File: src/rtl/panel_collector_if.sv
// Bundles the panel-snapshot link and host-side frame signals of panel_collector.
// The master drives start and the serializer beat; the slave (collector) drives everything else.
`timescale 1ns/1ps
interface panel_collector_if;
  localparam int unsigned BEAT_W = 5;
  localparam int unsigned IDX_W  = 4;
  localparam int unsigned SEG_W  = 64;
  localparam int unsigned LED_W  = 16;

  logic              start;
  logic [BEAT_W-1:0] data_in;
  logic [IDX_W-1:0]  s_in;
  logic              link_clk;
  logic              busy;
  logic [SEG_W-1:0]  seg_out;
  logic [LED_W-1:0]  led_out;
  logic              frame_valid;
  logic              seq_err;

  modport master (
    output start, data_in, s_in,
    input  link_clk, busy, seg_out, led_out, frame_valid, seq_err
  );

  modport slave (
    input  start, data_in, s_in,
    output link_clk, busy, seg_out, led_out, frame_valid, seq_err
  );
endinterface

File: src/rtl/panel_collector.sv
// Collector end of the panel-snapshot link: drives link_clk, reassembles 16 beats into seg/led frames.
// Optional beat-index checking is enabled by defining PANEL_SEQ_CHECK_EN.
`timescale 1ns/1ps
module panel_collector #(
  parameter int unsigned HALF_PERIOD = 50,
  parameter int unsigned IDLE_GAP    = 10_000_100,
  parameter int unsigned GAP_W       = 24
) (
  input  logic             clk_100mhz,
  input  logic             rst_n,
  panel_collector_if.slave bus
);

  localparam int unsigned SEG_W  = 64;
  localparam int unsigned LED_W  = 16;
  localparam int unsigned BEAT_N = 4;
  localparam logic [GAP_W-1:0]  GAP_LOAD  = GAP_W'(IDLE_GAP - 1);
  localparam logic [GAP_W-1:0]  HALF_LOAD = GAP_W'(HALF_PERIOD - 1);
  localparam logic [BEAT_N-1:0] LAST_BEAT = BEAT_N'(15);

  // Elaboration-time parameter sanity
  if (HALF_PERIOD < 4) begin : g_half_chk
    $error("panel_collector: HALF_PERIOD must be >= 4");
  end
  if (GAP_W < 32 && IDLE_GAP >= (32'd1 << GAP_W)) begin : g_gap_chk
    $error("panel_collector: GAP_W too narrow for IDLE_GAP");
  end

  typedef enum logic [2:0] {
    S_IDLE,
    S_GAP,
    S_CAP_HI,
    S_CAP_LO,
    S_SH_HI,
    S_SH_LO,
    S_DONE
  } state_t;

  state_t              state_q, state_d;
  logic [GAP_W-1:0]    phase_q, phase_d;
  logic [BEAT_N-1:0]   beat_q, beat_d;
  logic [SEG_W-1:0]    seg_sh_q, seg_sh_d;
  logic [LED_W-1:0]    led_sh_q, led_sh_d;
  logic [SEG_W-1:0]    seg_out_q, seg_out_d;
  logic [LED_W-1:0]    led_out_q, led_out_d;
  logic                link_clk_q, link_clk_d;
  logic                busy_q, busy_d;
  logic                fv_q, fv_d;
  logic                seq_err_q, seq_err_d;
  logic                phase_tc;

  assign phase_tc = (phase_q == '0);

  // State, counters, shadow and output registers
  always_ff @(posedge clk_100mhz or negedge rst_n) begin
    if (!rst_n) begin
      state_q    <= S_IDLE;
      phase_q    <= '0;
      beat_q     <= '0;
      seg_sh_q   <= '0;
      led_sh_q   <= '0;
      seg_out_q  <= '0;
      led_out_q  <= '0;
      link_clk_q <= 1'b0;
      busy_q     <= 1'b0;
      fv_q       <= 1'b0;
      seq_err_q  <= 1'b0;
    end else begin
      state_q    <= state_d;
      phase_q    <= phase_d;
      beat_q     <= beat_d;
      seg_sh_q   <= seg_sh_d;
      led_sh_q   <= led_sh_d;
      seg_out_q  <= seg_out_d;
      led_out_q  <= led_out_d;
      link_clk_q <= link_clk_d;
      busy_q     <= busy_d;
      fv_q       <= fv_d;
      seq_err_q  <= seq_err_d;
    end
  end

  // Next-state and next-output logic; link_clk follows the state being entered
  always_comb begin
    state_d    = state_q;
    phase_d    = phase_tc ? '0 : phase_q - GAP_W'(1);
    beat_d     = beat_q;
    seg_sh_d   = seg_sh_q;
    led_sh_d   = led_sh_q;
    seg_out_d  = seg_out_q;
    led_out_d  = led_out_q;
    link_clk_d = link_clk_q;
    busy_d     = busy_q;
    fv_d       = 1'b0;
    seq_err_d  = seq_err_q;

    case (state_q)
      S_IDLE: begin
        link_clk_d = 1'b0;
        // A start landing on the frame_valid cycle belongs to the finished frame; drop it
        if (bus.start && !fv_q) begin
          state_d   = S_GAP;
          phase_d   = GAP_LOAD;
          beat_d    = '0;
          busy_d    = 1'b1;
          seq_err_d = 1'b0;
        end
      end

      S_GAP: begin
        if (phase_tc) begin
          state_d    = S_CAP_HI;
          phase_d    = HALF_LOAD;
          link_clk_d = 1'b1;
        end
      end

      S_CAP_HI: begin
        if (phase_tc) begin
          state_d    = S_CAP_LO;
          phase_d    = HALF_LOAD;
          link_clk_d = 1'b0;
        end
      end

      S_CAP_LO: begin
        if (phase_tc) begin
          state_d    = S_SH_HI;
          phase_d    = HALF_LOAD;
          link_clk_d = 1'b1;
        end
      end

      S_SH_HI: begin
        if (phase_tc) begin
          // Beat k lands in seg bits [63-4k -: 4]; (~k)*4 is the low bit of that nibble
          seg_sh_d[{~beat_q, 2'b00} +: 4] = bus.data_in[4:1];
          led_sh_d[~beat_q]               = bus.data_in[0];
`ifdef PANEL_SEQ_CHECK_EN
          if (bus.s_in != BEAT_N'(beat_q + BEAT_N'(1))) begin
            seq_err_d = 1'b1;
          end
`endif
          state_d    = S_SH_LO;
          phase_d    = HALF_LOAD;
          link_clk_d = 1'b0;
        end
      end

      S_SH_LO: begin
        if (phase_tc) begin
          if (beat_q == LAST_BEAT) begin
            state_d = S_DONE;
          end else begin
            beat_d     = BEAT_N'(beat_q + BEAT_N'(1));
            state_d    = S_SH_HI;
            phase_d    = HALF_LOAD;
            link_clk_d = 1'b1;
          end
        end
      end

      S_DONE: begin
        state_d = S_IDLE;
        busy_d  = 1'b0;
`ifdef PANEL_SEQ_CHECK_EN
        if (!seq_err_q) begin
          seg_out_d = seg_sh_q;
          led_out_d = led_sh_q;
          fv_d      = 1'b1;
        end
`else
        seg_out_d = seg_sh_q;
        led_out_d = led_sh_q;
        fv_d      = 1'b1;
`endif
      end

      default: begin
        state_d    = S_IDLE;
        link_clk_d = 1'b0;
        busy_d     = 1'b0;
      end
    endcase

`ifndef PANEL_SEQ_CHECK_EN
    seq_err_d = 1'b0;
`endif
  end

  assign bus.link_clk    = link_clk_q;
  assign bus.busy        = busy_q;
  assign bus.seg_out     = seg_out_q;
  assign bus.led_out     = led_out_q;
  assign bus.frame_valid = fv_q;
  assign bus.seq_err     = seq_err_q;

endmodule

File: src/flat_wrapper.sv
// flat-port wrapper written by rule: the top's interface ports become plain ports
module panel_collector_flat 
#(
  parameter int unsigned HALF_PERIOD = 50,
  parameter int unsigned IDLE_GAP    = 10_000_100,
  parameter int unsigned GAP_W       = 24
)
  (clk_100mhz, rst_n, bus_start, bus_data_in, bus_s_in, bus_link_clk, bus_busy, bus_seg_out, bus_led_out, bus_frame_valid, bus_seq_err);
  panel_collector_if bus_i ();
  input  logic clk_100mhz;
  input  logic rst_n;
  input wire logic [$bits(bus_i.start)-1:0] bus_start;
  input wire logic [$bits(bus_i.data_in)-1:0] bus_data_in;
  input wire logic [$bits(bus_i.s_in)-1:0] bus_s_in;
  output wire logic [$bits(bus_i.link_clk)-1:0] bus_link_clk;
  output wire logic [$bits(bus_i.busy)-1:0] bus_busy;
  output wire logic [$bits(bus_i.seg_out)-1:0] bus_seg_out;
  output wire logic [$bits(bus_i.led_out)-1:0] bus_led_out;
  output wire logic [$bits(bus_i.frame_valid)-1:0] bus_frame_valid;
  output wire logic [$bits(bus_i.seq_err)-1:0] bus_seq_err;
  assign bus_i.start = bus_start;
  assign bus_i.data_in = bus_data_in;
  assign bus_i.s_in = bus_s_in;
  assign bus_link_clk = bus_i.link_clk;
  assign bus_busy = bus_i.busy;
  assign bus_seg_out = bus_i.seg_out;
  assign bus_led_out = bus_i.led_out;
  assign bus_frame_valid = bus_i.frame_valid;
  assign bus_seq_err = bus_i.seq_err;
  panel_collector #(.HALF_PERIOD(HALF_PERIOD), .IDLE_GAP(IDLE_GAP), .GAP_W(GAP_W)) u_core (.clk_100mhz(clk_100mhz), .rst_n(rst_n), .bus(bus_i));
endmodule
File: config.mk
export PLATFORM = sky130hd
export DESIGN_NAME = panel_collector_flat
export DESIGN_NICKNAME = d
export VERILOG_FILES = /design/src/rtl/panel_collector_if.sv /design/src/rtl/panel_collector.sv /design/src/flat_wrapper.sv
export SDC_FILE = /design/constraint.sdc
export NUM_CORES = 1
export LEC_CHECK = 0
export ABC_AREA = 1
export ABC_CLOCK_PERIOD_IN_PS = 2950
export BUFFER_PORTS_ARGS = -buffer_cell sky130_fd_sc_hd__buf_2
export CORE_ASPECT_RATIO = 1.1
export CORE_UTILIZATION = 58
export CTS_CLUSTER_SIZE = 20
export DETAILED_ROUTE_END_ITERATION = 10
export PLACE_DENSITY = 0.81
export SKIP_CTS_REPAIR_TIMING = 1
export SYNTH_ARGS = -nofsm -noshare
export SYNTH_HDL_FRONTEND = slang
export SYNTH_SLANG_ARGS = --single-unit
export TNS_END_PERCENT = 5
File: constraint.sdc
create_clock -name clk_100mhz -period 2.95 [get_ports clk_100mhz]
set_input_delay 0.885 -clock clk_100mhz [delete_from_list [all_inputs] [get_ports clk_100mhz]]
set_output_delay 0.885 -clock clk_100mhz [all_outputs]
set_load 0.01 [all_outputs]
Word-level counts from Yosys, hierarchy flattened
Index checks and enable logic that the tools add are counted.

storage, ports and cells
  output and inout bits = 84
  input bits = 12
  logic and storage cells = 81
  register bits = 194

cells by class
  multiplexer cells = 30
  equal/unequal tests = 16
  add/sub/neg operators = 3
  reduce and logical (&&, ||, !) cells = 15
  magnitude comparators = 2
  shift operators = 2
  bitwise gates (word level) = 3

operators by type and width
  cell                      number
  $mux W24                  5
  $pmux W24 S3              1
  $bwmux W64                1
  $shift A4 B8 Y64 const A  1
  $shiftx A4 B8 Y64         1
  $logic_not A24 Y1         1
  $sub A24 B1 Y24 const B   1
  $mux W3                   6
  $pmux W3 S6               1
  $bwmux W16                1
  $ne A2 B1 Y1 const B      8
  $mux W4                   3
  $eq A3 B3 Y1 const B      3
  $neg A6 Y8                1
  $pmux W4 S2               1
  $mux W1                   7
  $eq A3 B2 Y1 const B      2
  $reduce_and A6 Y1         1
  $lt A4 B5 Y1 const B      1
  $reduce_and A5 Y1         1
  $reduce_or A5 Y1          1
  $add A4 B1 Y4 const B     1
  $demux W1 S4              1
  $eq A4 B4 Y1 const B      1
  16 further kinds          20

Depth between registers and ports, before layout
  depth after elaboration = 6
  depth in mapped cells = 12
  mapped depth without buffers = 12

Worst setup path after synthesis
Ideal clock, no wire load.

  path kind = flip-flop to flip-flop
  start point = register u_core.beat_q[0]
  end point = register u_core.seg_sh_q[19]
  stages on the path, launching flop included = 10
  period minus slack after synthesis = 2.025 ns
  arrival time = 1.905 ns
  slack = 0.925 ns
  path through = dfrtp_1 > inv_1 > clkbuf_1 > ha_1 > inv_1 > nand2_2 > nor2_4 > nand3_4 > nand2_1 > o21ai_1

on the way
  word-level cells in the longest chain between the ends = 4
  elaborated cells between the ends (all ways) = 5
  those cells by class = 1 x add/sub; 2 x shift; 1 x mux; 1 x bitwise

ends and longest elaborated chain
  item                                                   line                    text
  start, declared                                        panel_collector.sv:41   logic [BEAT_N-1:0] beat_q, beat_d;
  start signal, assigned                                 panel_collector.sv:71   beat_q <= beat_d;
  $not A4 Y4 *                                           panel_collector.sv:137  seg_sh_d[{~beat_q, 2'b00} +: 4] = bus.data_in[4:1];
  $neg A6 Y8 *                                           panel_collector.sv:137
  $shiftx A4 B8 Y64 or $shift A4 B8 Y64 (tied branches)  panel_collector.sv:137
  $bwmux W64 *                                           panel_collector.sv:137
  end signal, assigned                                   panel_collector.sv:72   seg_sh_q <= seg_sh_d;
  end, declared                                          panel_collector.sv:42   logic [SEG_W-1:0] seg_sh_q, seg_sh_d;

Every way passes the cells marked *; elsewhere a longest branch is shown, timed or not.
A chain may end at the register's enable or synchronous reset.

Worst setup path after layout
  start point = register u_core.beat_q[1]
  end point = register u_core.seg_sh_q[50]

Same word-level chain as after synthesis.

==> metrics.txt <==
# TYPE chip_impl_metric gauge
chip_impl_metric{name="drive_above_1_share",unit=""} 0.159
chip_impl_metric{name="ioPinCount",unit=""} 96
chip_impl_info{name="worst_setup_path_endpoint",value="u_core.seg_sh_q[50]"} 1
chip_impl_metric{name="place.gp.congestion",unit=""} 0.884
chip_impl_metric{name="design.core.area",unit="mm²"} 0.0151
chip_impl_info{name="end_kind",value="flop"} 1
chip_impl_metric{name="synth-compound-area-share",unit=""} 0.0621
chip_impl_metric{name="final-instance-count-excl-fill",unit=""} 1356
chip_impl_metric{name="cts.reportedPaths.clkPinSlew",unit="ps"} 70
chip_impl_metric{name="place.detailed.instances",unit=""} 1325
chip_impl_metric{name="timing.final.setup_violations",unit=""} 0
chip_impl_info{name="grt_setup_unrepaired",value="false"} 1
chip_impl_metric{name="floorplan_die_height",unit="µm"} 133
chip_impl_metric{name="synth_simple_gate_area_frac",unit=""} 0.328
chip_impl_metric{name="drt_first_iter_violations",unit=""} 586
chip_impl_metric{name="worst-r2r-cell-count",unit=""} 10
chip_impl_metric{name="core.rowCount",unit=""} 47
chip_impl_metric{name="synth-seq-area-share",unit=""} 0.539
chip_impl_metric{name="dieArea",unit="mm²"} 0.0160
chip_impl_metric{name="netlist_instances",unit=""} 1071
chip_impl_metric{name="finalPower",unit="mW"} 8.96
chip_impl_metric{name="worst_pin_slew",unit="ps"} 810
chip_impl_metric{name="place_ws",unit="ps"} 615
chip_impl_metric{name="grtUsageTotal",unit=""} 0.269
chip_impl_metric{name="cell_area_after_placement",unit="mm²"} 0.00962
chip_impl_metric{name="diodes",unit=""} 0
chip_impl_metric{name="synthesis.nets",unit=""} 1091
chip_impl_metric{name="dp.final_hpwl",unit="µm"} 13200
chip_impl_metric{name="grt_pass1_vias",unit=""} 7055
chip_impl_metric{name="numCtsBuffers",unit=""} 17
chip_impl_metric{name="synth.area.mux_share",unit=""} 0.00125
chip_impl_metric{name="clockBufferDepth",unit=""} 2
chip_impl_metric{name="final_core_util",unit=""} 0.676
chip_impl_metric{name="clockPowerShare",unit=""} 0.264
chip_impl_metric{name="routed_wire_length_per_instance",unit="µm"} 14.7
chip_impl_metric{name="power.share.sequential",unit=""} 0.421
chip_impl_metric{name="layout_area_growth_over_synthesis",unit="%"} 13.5
chip_impl_info{name="cts_root_buffer",value="sky130_fd_sc_hd__clkbuf_16"} 1
chip_impl_metric{name="ant_nets",unit=""} 0
chip_impl_metric{name="cp_data_arrival_time",unit="ps"} 2730
chip_impl_metric{name="first_pass_grt_wire_length",unit="µm"} 33800
chip_impl_info{name="result_of_the_run",value="complete, no violations"} 1
chip_impl_info{name="startpoint",value="u_core.beat_q[1]"} 1
chip_impl_info{name="tritoncts_clock_tree",value="built"} 1
chip_impl_metric{name="crit_fanout",unit=""} 10
chip_impl_metric{name="r2r_setup_slack",unit="ps"} 540
chip_impl_metric{name="viasPerCell",unit=""} 5.38
chip_impl_metric{name="start_util",unit=""} 0.596
chip_impl_metric{name="layout.cell_area.non_filler",unit="mm²"} 0.0102
chip_impl_metric{name="final_period_minus_worst_setup_slack",unit="ps"} 2410
chip_impl_metric{name="fp.dieW",unit="µm"} 121
chip_impl_metric{name="drt_pre_antenna_iters",unit=""} 5
chip_impl_metric{name="synth.cell_area",unit="mm²"} 0.00901
chip_impl_metric{name="relSlewSlack",unit=""} 0.460
chip_impl_metric{name="cellInternalPower",unit="mW"} 5.75
chip_impl_metric{name="hold_viol",unit=""} 0
chip_impl_metric{name="ys_seq_elements",unit=""} 194
chip_impl_metric{name="cts_max_level",unit=""} 4
chip_impl_metric{name="wirelength",unit="µm"} 20000
chip_impl_metric{name="power-per-cell-area",unit="mW/mm²"} 877
chip_impl_metric{name="peakVddDrop",unit="µV"} 507
chip_impl_metric{name="globalRouteOverflowTotal",unit=""} 0
chip_impl_metric{name="share_of_the_synthesized_netlist_area_taken_by_xor_and_xnor_gates",unit=""} 0.00972
chip_impl_metric{name="insertion_delay",unit="ps"} 440
chip_impl_metric{name="finalHoldWorstSlack",unit="ps"} 437
chip_impl_metric{name="detail_route.drc_violations",unit=""} 0
chip_impl_metric{name="setup_slack",unit="ps"} 538
chip_impl_info{name="timing.hold.worst.class",value="in2async"} 1
chip_impl_metric{name="tns",unit="ps"} 0
chip_impl_metric{name="finish.net_count",unit=""} 1168
chip_impl_metric{name="post_synthesis_average_cell_area",unit="µm²"} 8.41
chip_impl_metric{name="p_sw_frac",unit=""} 0.358
chip_impl_metric{name="netSwitchingPower",unit="mW"} 3.21
chip_impl_metric{name="finalClockSkew",unit="ps"} 14.0
chip_impl_info{name="critical_path_start_type",value="flop"} 1
chip_impl_metric{name="grt_max_degree",unit=""} 79
chip_impl_metric{name="antenna_violations_before_repair",unit=""} 0
chip_impl_info{name="timing.rr.start",value="u_core.beat_q[1]"} 1
chip_impl_info{name="crit_path_kind",value="reg2reg"} 1
chip_impl_metric{name="worst-endpoint-required",unit="ps"} 3270
chip_impl_metric{name="layout_worst_path_cycle_share",unit=""} 0.818
chip_impl_metric{name="maxSlewViolCount",unit=""} 0
chip_impl_metric{name="synth.yosys.warnings",unit=""} 0
chip_impl_info{name="largest_family_of_logic_cells_by_synthesized_area",value="simple AND/OR/NAND/NOR gates"} 1
chip_impl_metric{name="maxClockFrequency",unit="GHz"} 0.415
chip_impl_metric{name="total_leakage_power",unit="nW"} 5.08
chip_impl_metric{name="cts.sinks",unit=""} 194
chip_impl_metric{name="drv_cap",unit=""} 0
chip_impl_metric{name="via_count",unit=""} 7289
chip_impl_info{name="rr_endpoint",value="u_core.seg_sh_q[50]"} 1
chip_impl_metric{name="count_of_cell_types_in_the_netlist",unit=""} 39
chip_impl_metric{name="port_buffers",unit=""} 90
chip_impl_metric{name="synthAdderAreaFrac",unit=""} 0.0111
chip_impl_metric{name="power.share.combinational",unit=""} 0.315
[worst min path at each step]
stage                                 startpoint                     end  slack, ps  cells past startpoint
after floorplan               u_core.led_sh_q[0]   u_core.bus.led_out[0]        450                      2
after global placement    u_core.bus.led_out[11]  u_core.bus.led_out[11]        450                      2
after detailed placement  u_core.bus.seg_out[34]  u_core.bus.seg_out[34]        450                      2
after CTS                                  rst_n      u_core.phase_q[23]        450                      1
after global routing                       rst_n  u_core.bus.seg_out[58]        470                      1
final                                      rst_n      u_core.phase_q[23]        440                      1
[placed cells by master (no fill, tap or decap), types with 3 or more instances in the layout]
cell type,Yosys,routed
sky130_fd_sc_hd__a21oi_1,14,14
sky130_fd_sc_hd__buf_12,1,4
sky130_fd_sc_hd__buf_2,17,89
sky130_fd_sc_hd__buf_4,4,7
sky130_fd_sc_hd__bufinv_16,0,3
sky130_fd_sc_hd__clkbuf_1,19,3
sky130_fd_sc_hd__clkbuf_16,0,17
sky130_fd_sc_hd__clkinvlp_4,0,3
sky130_fd_sc_hd__dfrtp_1,194,194
sky130_fd_sc_hd__ha_1,8,8
sky130_fd_sc_hd__inv_1,45,45
sky130_fd_sc_hd__inv_2,6,6
sky130_fd_sc_hd__nand2_1,440,440
sky130_fd_sc_hd__nand2_2,3,3
sky130_fd_sc_hd__nand3_1,73,73
sky130_fd_sc_hd__nand3_4,15,15
sky130_fd_sc_hd__nand4_1,12,12
sky130_fd_sc_hd__nor2_1,64,64
sky130_fd_sc_hd__nor2_2,11,10
sky130_fd_sc_hd__nor2_4,5,6
sky130_fd_sc_hd__nor3_1,9,9
sky130_fd_sc_hd__nor3_2,3,3
sky130_fd_sc_hd__o21ai_0,10,10
sky130_fd_sc_hd__o21ai_1,83,83
sky130_fd_sc_hd__or2_2,4,4
sky130_fd_sc_hd__xor2_1,9,9
[synth_stat cells]
cell                       instances  area share
sky130_fd_sc_hd__a21oi_1          14      0.0078
sky130_fd_sc_hd__buf_12            1      0.0022
sky130_fd_sc_hd__buf_2            17      0.0094
sky130_fd_sc_hd__buf_4             4      0.0033
sky130_fd_sc_hd__buf_6             2      0.0025
sky130_fd_sc_hd__clkbuf_1         19      0.0079
sky130_fd_sc_hd__clkinv_1          2     0.00083
sky130_fd_sc_hd__conb_1            1     0.00042
sky130_fd_sc_hd__dfrtp_1         194        0.54
sky130_fd_sc_hd__ha_1              8       0.011
sky130_fd_sc_hd__inv_1            45       0.019
sky130_fd_sc_hd__inv_2             6      0.0025
sky130_fd_sc_hd__inv_4             1     0.00069
sky130_fd_sc_hd__mux2_2            1      0.0012
sky130_fd_sc_hd__nand2_1         440        0.18
sky130_fd_sc_hd__nand2_2           3      0.0021
sky130_fd_sc_hd__nand2_8           1      0.0022
sky130_fd_sc_hd__nand3_1          73       0.041
sky130_fd_sc_hd__nand3_2           2      0.0022
sky130_fd_sc_hd__nand3_4          15       0.029
sky130_fd_sc_hd__nand3b_1          2      0.0017
sky130_fd_sc_hd__nand4_1          12      0.0083
sky130_fd_sc_hd__nor2_1           64       0.027
sky130_fd_sc_hd__nor2_2           11      0.0076
sky130_fd_sc_hd__nor2_4            5      0.0062
sky130_fd_sc_hd__nor2_8            1      0.0022
sky130_fd_sc_hd__nor3_1            9      0.0050
sky130_fd_sc_hd__nor3_2            3      0.0033
sky130_fd_sc_hd__nor3_4            1      0.0018
sky130_fd_sc_hd__nor3b_1           2      0.0017
sky130_fd_sc_hd__o211ai_1          1     0.00083
sky130_fd_sc_hd__o21a_1            1     0.00083
sky130_fd_sc_hd__o21ai_0          10      0.0056
sky130_fd_sc_hd__o21ai_1          83       0.046
sky130_fd_sc_hd__o21ai_2           1     0.00097
sky130_fd_sc_hd__or2_0             2      0.0014
sky130_fd_sc_hd__or2_2             4      0.0028
sky130_fd_sc_hd__xnor2_1           1     0.00097
sky130_fd_sc_hd__xor2_1            9      0.0088
[final cells by class]
type | instances | area [µm²]
Fill cell | 1203 | 4890
Sequential cell | 194 | 4850
Multi-Input combinational cell | 780 | 3720
Timing Repair Buffer | 101 | 592
Clock buffer | 21 | 450
Tap cell | 196 | 245
Inverter | 54 | 205
Clock inverter | 10 | 150
[power groups by stage]
stage	Combinational, mW	Sequential, mW	Clock (mW)
after floorplan	1.54	4.04	0
after global placement	2.73	3.80	0
after detailed placement	2.82	3.81	0
after CTS	2.85	3.77	2.40
after global routing	3.19	3.86	2.51
final	2.83	3.77	2.37
[logic make-up after synthesis]
kind of cell / Yosys count
DFF: 194
and+or+nand+nor: 650
AOI/OAI and AO/OA: 110
adders and majority gates: 8
other: 1
xor gates and xnor gates: 10
buffers and inverters: 97
muxes: 1
[metal layers]
metal | vias to the layer above | share of wire | GRT usage
met4 | 0 | 0.017 | 0.0933
met2 | 216 | 0.49 | 0.437
met3 | 34 | 0.053 | 0.0569
met1 | 3455 | 0.44 | 0.359
li1 | 3584 | - | -
met5 | - | 0 | 0
[state kept, by name, indices dropped and copies added (netlist names)]
signal,cells
u_core.bus.frame_valid,1
u_core.phase_q,24
u_core.bus.link_clk,1
u_core.bus.busy,1
u_core.beat_q,4
u_core.bus.led_out,16
u_core.state_q,3
u_core.seg_sh_q,64
u_core.bus.seg_out,64
u_core.led_sh_q,16
[worst max-delay path, cell delays in order, from the launching register on]
cell and delay, ps:
sky130_fd_sc_hd__dfrtp_1 510, sky130_fd_sc_hd__ha_1 320, sky130_fd_sc_hd__inv_1 90, sky130_fd_sc_hd__nand2_1 70, sky130_fd_sc_hd__nand2_1 250, sky130_fd_sc_hd__inv_2 280
sky130_fd_sc_hd__nand2_2 140, sky130_fd_sc_hd__nor2_4 290, sky130_fd_sc_hd__nand3_4 150, sky130_fd_sc_hd__nand2_1 120, sky130_fd_sc_hd__o21ai_1 70
Note: power is estimated with default switching activity, not from simulation.
